## src/rtl/mul4_vector_evaluator.sv

```systemverilog
// Fitness evaluator for 16-lane bit-sliced 2x2 multiplier candidates: drives an exhaustive
// vector then LFSR vectors, and counts candidate output bits that agree with a golden multiplier.
module mul4_vector_evaluator #(
  parameter int          NUM_VECTORS = 16,
  parameter int          DUT_LATENCY = 0,
  parameter logic [15:0] SEED        = 16'hACE1,
  parameter int          SCORE_W     = $clog2(64*NUM_VECTORS+1)
) (
  input  logic               clk,
  input  logic               rst,
  input  logic               start,
  output logic               busy,
  output logic               done,
  output logic [SCORE_W-1:0] score,
  output logic               perfect,
  output logic [15:0]        a1,
  output logic [15:0]        a0,
  output logic [15:0]        b1,
  output logic [15:0]        b0,
  input  logic [15:0]        y3,
  input  logic [15:0]        y2,
  input  logic [15:0]        y1,
  input  logic [15:0]        y0,
  output logic [1:0]         state
);

  // Control: start is a request sampled only in IDLE; busy covers every cycle a vector is
  // applied; done pulses for one cycle in DONE, when score and perfect become final.
  typedef enum logic [1:0] {IDLE = 2'd0, RUN = 2'd1, DONE = 2'd2} state_t;

  localparam logic [15:0]        SEED_EFF  = (SEED == 16'h0000) ? 16'hACE1 : SEED;
  localparam int                 VEC_W     = (NUM_VECTORS > 1) ? $clog2(NUM_VECTORS) : 1;
  localparam int                 WAIT_W    = (DUT_LATENCY > 0) ? $clog2(DUT_LATENCY+1) : 1;
  localparam logic [VEC_W-1:0]   LAST_VEC  = VEC_W'(NUM_VECTORS-1);
  localparam logic [WAIT_W-1:0]  LAST_WAIT = WAIT_W'(DUT_LATENCY);
  localparam logic [SCORE_W-1:0] MAX_SCORE = SCORE_W'(64*NUM_VECTORS);

  state_t             st;
  logic [15:0]        lfsr;
  logic [VEC_W-1:0]   vec_cnt;
  logic [WAIT_W-1:0]  wait_cnt;
  logic [15:0]        g0, g1, g2, g3;
  logic [6:0]         vec_sum;
  logic [SCORE_W-1:0] score_next;
  logic [15:0]        lfsr_next;

  function automatic logic [4:0] popcount16(input logic [15:0] v);
    logic [4:0] n;
    n = '0;
    for (int i = 0; i < 16; i++) n = n + {4'b0, v[i]};
    return n;
  endfunction

  assign state = st;

  // Golden products are taken from the registered stimulus, so they match what the candidate saw.
  assign g0 = a0 & b0;
  assign g1 = (a1 & b0) ^ (a0 & b1);
  assign g2 = (a1 & b1) & ~(a0 & b0);
  assign g3 = a1 & a0 & b1 & b0;

  assign vec_sum = {2'b0, popcount16(~(y0 ^ g0))} + {2'b0, popcount16(~(y1 ^ g1))}
                 + {2'b0, popcount16(~(y2 ^ g2))} + {2'b0, popcount16(~(y3 ^ g3))};
  assign score_next = score + SCORE_W'(vec_sum);
  assign lfsr_next  = {lfsr[14:0], lfsr[15] ^ lfsr[13] ^ lfsr[12] ^ lfsr[10]};

  always_ff @(posedge clk or posedge rst) begin
    if (rst) begin
      st       <= IDLE;
      busy     <= 1'b0;
      done     <= 1'b0;
      score    <= '0;
      perfect  <= 1'b0;
      a1       <= '0;
      a0       <= '0;
      b1       <= '0;
      b0       <= '0;
      lfsr     <= SEED_EFF;
      vec_cnt  <= '0;
      wait_cnt <= '0;
    end else begin
      done <= 1'b0;
      case (st)
        IDLE: begin
          if (start) begin
            st       <= RUN;
            busy     <= 1'b1;
            score    <= '0;
            perfect  <= 1'b0;
            lfsr     <= SEED_EFF;
            vec_cnt  <= '0;
            wait_cnt <= '0;
            // Exhaustive vector: lane i carries operand combination i.
            a0       <= 16'hAAAA;
            a1       <= 16'hCCCC;
            b0       <= 16'hF0F0;
            b1       <= 16'hFF00;
          end
        end
        RUN: begin
          if (wait_cnt != LAST_WAIT) begin
            wait_cnt <= wait_cnt + WAIT_W'(1);
          end else begin
            wait_cnt <= '0;
            score    <= score_next;
            if (vec_cnt == LAST_VEC) begin
              st      <= DONE;
              busy    <= 1'b0;
              done    <= 1'b1;
              perfect <= (score_next == MAX_SCORE);
              a1      <= '0;
              a0      <= '0;
              b1      <= '0;
              b0      <= '0;
            end else begin
              vec_cnt <= vec_cnt + VEC_W'(1);
              a0      <= lfsr;
              a1      <= {lfsr[11:0], lfsr[15:12]};
              b0      <= {lfsr[7:0], lfsr[15:8]};
              b1      <= {lfsr[3:0], lfsr[15:4]};
              lfsr    <= lfsr_next;
            end
          end
        end
        DONE: st <= IDLE;
        default: st <= IDLE;
      endcase
    end
  end

endmodule

```

## config.mk

```make
export PLATFORM = sky130hd
export DESIGN_NAME = mul4_vector_evaluator
export DESIGN_NICKNAME = d
export VERILOG_FILES = /design/src/rtl/mul4_vector_evaluator.sv
export SDC_FILE = /design/constraint.sdc
export NUM_CORES = 1
export LEC_CHECK = 0
export CORE_MARGIN = 10
export CORE_UTILIZATION = 50
export CTS_CLUSTER_DIAMETER = 150
export DETAILED_ROUTE_END_ITERATION = 8
export HOLD_SLACK_MARGIN = 0.15
export MAX_ROUTING_LAYER = met4
export PLACE_DENSITY = 0.79
export SYNTH_ARGS = -nofsm -noshare
export SYNTH_HDL_FRONTEND = slang
export SYNTH_SLANG_ARGS = --single-unit
```

## constraint.sdc

```tcl
create_clock -name clk -period 9.64 [get_ports clk]
set_clock_uncertainty 0.05 [all_clocks]
set_input_delay 1.928 -clock clk [delete_from_list [all_inputs] [get_ports clk]]
set_output_delay 1.928 -clock clk [all_outputs]
set_load 0.02 [all_outputs]
```

# == Yosys cells after proc, flatten, opt, wreduce, memory -nomap -nowiden ==
# Cells that the tools add are included.
# op_classes
n_addsub,66
n_eq_ne,7
muxes,44
bitwise_logic,21
reduce_logical,7
# op_table
cell,n
$mux 16,15
$add 5x1->5,44
$pmux 16 s2,5
$and 16x16->16,8
$not 16->16,5
$xor 16x16->16,5
$mux 11,2
$pmux 11 s2,1
$add 4x1->5,4
$add 3x1->4,4
$add 2x1->3,4
$mux 4,3
$add 11x7->11,1
$eq 11x11->1 const B,1
$mux 1,10
$add 1x1->2,4
$ne 2x2->1 const B,4
$pmux 4 s2,1
$reduce_and 4->1,2
$add 6x5->7,1
$add 7x5->7,1
$add 5x5->6,1
$mux 2,3
$pmux 1 s2,3
other kinds (10),13
# totals
reg_bits,101
inputBits,67
wordCells,157

# == Longest topological paths before layout ==
# depth
depth_word,27
ltp_mapped,25
mapped_depth_nobuf,24

# == Worst setup path after synthesis ==
# No wires, ideal clock.
# synth_path
path_kind,input -> register
startpoint,input port y1[10]
endpoint,register perfect
arrival_time_ns,8.588
t_required_ns,9.486
slack_ns,0.899
stages,21
n_path_buf,0
path_cell_list,xnor2_1 -> fa_1 -> inv_1 -> fa_1 -> inv_1 -> fa_1 -> inv_1 -> fa_1 -> fa_1 -> fa_1 -> fa_1 -> inv_1 -> fa_1 -> fa_1 -> fa_1 -> a211oi_1 -> nor2_1 -> xor2_1 -> or3_1 -> or3_1 -> o41ai_2
# synth_between
elab_chain_len,16
# synth_lines
element,line,rtl
start: declaration,22,"input logic [15:0] y1,"
$xor 16x16->16,62,"assign vec_sum = {2'b0, popcount16(~(y0 ^ g0))} + {2'b0, popcount16(~(y1 ^ g1))}"
$not 16->16,62,
$add 5x1->5 (6 in series),50,"for (int i = 0; i < 16; i++) n = n + {4'b0, v[i]};"
$add 5x5->6,62,
$add 6x5->7,63,"+ {2'b0, popcount16(~(y2 ^ g2))} + {2'b0, popcount16(~(y3 ^ g3))};"
$add 7x5->7,63,
$add 11x7->11,64,assign score_next = score + SCORE_W'(vec_sum);
$eq 11x11->1,110,perfect <= (score_next == MAX_SCORE);
$mux 1,106,if (vec_cnt == LAST_VEC) begin
$mux 1,101,if (wait_cnt != LAST_WAIT) begin
$pmux 1 s2,83,case (st)
end signal: assignment,110,
end: declaration,15,"output logic perfect,"
# Every way passes these cells. The select of a mux whose other input is x is not followed.
# A chain may end at the register's enable or synchronous reset.

# == Final worst setup path ==
# Ends and elaborated chain as after synthesis.

==> run_results.csv <==
group,metric,value,unit
worst_setup_path,critPathRequiredTime,9.81,ns
synth,ys_types,36,
worst_setup_path,critical_path.max_fanout,3,
layout,final_common_cell,"clkdlybuf4s50_1",
sta,maxSlewHeadroom,0.319,
synth,postSynthCellCount,584,
floorplanning,ios,147,
clock_tree,cts_buffer_depth,2,
grt,grt_overflow,0,
worst_setup_path,slowest_delay,0.56,ns
floorplanning,die_h,127,um
place,gp_congestion,1.00,
floorplanning,rows,38,
sta,slew_violations,0,
synth,yosys.area.top_type_share,0.255,
outcome,outcome,"finished clean",
worst_setup_path,worstSetupStartpointType,"input pin",
detailed_routing,routed_via_density,5.54,
grt,grtUsageTotal,0.217,
worst_setup_path,crit_chain,"clkdlybuf4s50_1 -> xnor2_1 -> fa_1 -> inv_1 -> fa_1 -> inv_1 -> fa_1 -> inv_1 -> fa_1 -> fa_1 -> fa_1 -> fa_1 -> inv_1 -> fa_1 -> fa_1 -> fa_1 -> a211oi_1 -> nor2_1 -> xor2_1 -> or3_1 -> or3_1 -> o41ai_2",
floorplanning,fp.coreArea,11000,um2
clock_tree,clk_pin_slew,0.06,ns
layout,area_growth,29.1,%
sta,worstMarginPinSlew,1.02,ns
synth,ys_warn_count,0,
clock_tree,h-tree-depth,3,
worst_setup_path,crit_top_cell,"fa_1",
worst_setup_path,cp_slowest_cell,"fa_1",
synth,ys_seq_area_frac,0.291,
detailed_routing,dr.pass1.iters,5,
sta,setup_tns,0,ns
floorplanning,start_util,0.519,
synth,syn-num-nets,735,
detailed_routing,ant_nets,0,
place,hpwl,13700,um
floorplanning,die_w,127,um
floorplanning,die_area,16100,um2
sta,min_period,9.30,ns
clock_tree,tritoncts,"built",
synth,synth_top_cell_by_area,"dfrtp_1",
grt,antenna_found_initial,0,
place,portBuffers,146,
detailed_routing,drt_iter0_drc,504,
worst_setup_path,path_class,"in -> reg",
clock_tree,post_cts_buffers,0,
clock_tree,ctsHoldBuffers,0,
layout,final_cell_mix,"146 x clkdlybuf4s50_1, 96 x nand2_1, 58 x dfrtp_1",
synth,synth-seq-cells,66,
grt,grt_pass1_vias,4764,
sta,max_freq,0.108,GHz
worst_setup_path,cp_data_arrival_time,9.47,ns
clock_tree,cts.repair.resized,0,
layout,finish.net_count,845,
synth,synthTopCellsByArea,"dfrtp_1 25%, fa_1 20%, xnor2_1 8.5%",
grt,grt_pass1_wl,26900,um
clock_tree,root_buffer,"clkbuf_16",
sta,setup_violations,0,
synth,ys.flop_type,"dfrtp_1",
layout,drive_gt1_frac,0.0472,
synth,synth_edf_count,0,
synth,avgSynthCellArea,9.76,um2
worst_setup_path,end_kind,"flip-flop",
synth,synthesis.area,5700,um2
detailed_routing,dr_total_vias,4644,
clock_tree,cts.sinks,66,
layout,antenna_cells,0,
detailed_routing,routed_wl,17200,um
sta,rsz0062_at_grt,"false",
clock_tree,clk_latency,0.34,ns
synth,synthArstFlopShare,1.00,
grt,grt_max_degree,67,
hold_path,hold_class,"reg -> reg",
sta,hold_violations,0,
sta,fin_crit_sh,0.964,
clock_tree,cts_buffers,9,
detailed_routing,avgRoutedWirePerCell,20.5,um
job,maxCapViolCount,0,
detailed_routing,post-route-drc-count,0,
-- area by class of cell --
| cell class | instances | area [um2] |
|---|---|---|
| Clock buffer | 9 | 225 |
| Inverter | 51 | 191 |
| Tap cell | 140 | 175 |
| Timing Repair Buffer | 149 | 1480 |
| Multi-Input combinational cell | 417 | 3540 |
| Clock inverter | 7 | 83.8 |
| Fill cell | 859 | 3630 |
| Sequential cell | 66 | 1660 |
-- layer usage --
metal  wire length [um]  vias up  GRT usage
met5                  0        -          -
met4                245        0     0.0455
met3               1380       23     0.0446
met2               8360      217      0.346
met1               7170     2318      0.282
li1                   -     2086          -
-- flip-flops by register name (all words and copies together) (netlist names), 2 cells and up --
register and cells:
b0 2, vec_cnt 4, state 2, a0 9, a1 15, lfsr 16
b1 4, score 11
-- Yosys cell counts, types with 19 or more instances --
library cell,instances
a21oi_1,20
ha_1,28
fa_1,56
buf_4,34
dfrtp_1,58
xor2_1,38
inv_1,51
a22o_1,25
nor2_1,21
xnor2_1,55
o21ai_0,19
nand2_1,96
-- final timing paths --
check / startpoint / to / slack (ns) / depth (start not counted)
min in group asynchronous: rst / done / 2.09 / 3
max: y1[10] / perfect / 0.34 / 22
max in group asynchronous: rst / a1[1] / 6.91 / 3
min reg2reg: lfsr[6] / lfsr[6] / 0.42 / 2
min: lfsr[6] / lfsr[6] / 0.42 / 2
max reg2reg: a0[10] / perfect / 1.39 / 23
-- per-stage QoR --
stage	area [um2]	utilization	std cells	setup WS, ns	hold slack, ns
2_1_floorplan	5700	-	584	0.899	0.396
3_3_place_gp	7050	0.642	823	0.199	0.403
3_5_place_dp	7050	0.642	823	0.00402	0.414
4_1_cts	7360	0.670	839	0.320	0.424
5_1_grt	7360	0.670	839	0.0383	0.439
6_report	7360	0.670	839	0.344	0.421
-- critical path: cells and delay by family --
kind	cells	cell delay (ns)
adders and majority gates	10	5.08
and+or+nand+nor	3	0.84
buffers and inverters	5	0.65
AOI/OAI and AO/OA	2	0.64
xor gates and xnor gates	2	0.32
-- cell families after synthesis --
group                      count (synthesis)  synth area share
DFF                                       66             0.291
buffers and inverters                    101            0.0889
xor gates and xnor gates                  93             0.143
and+or+nand+nor                          156             0.118
adders and majority gates                 84             0.258
muxes                                      1           0.00176
AOI/OAI and AO/OA                         83            0.0992
Power is not shown: default switching activity piles up to over one toggle a cycle in this logic, so the estimate is an artifact.
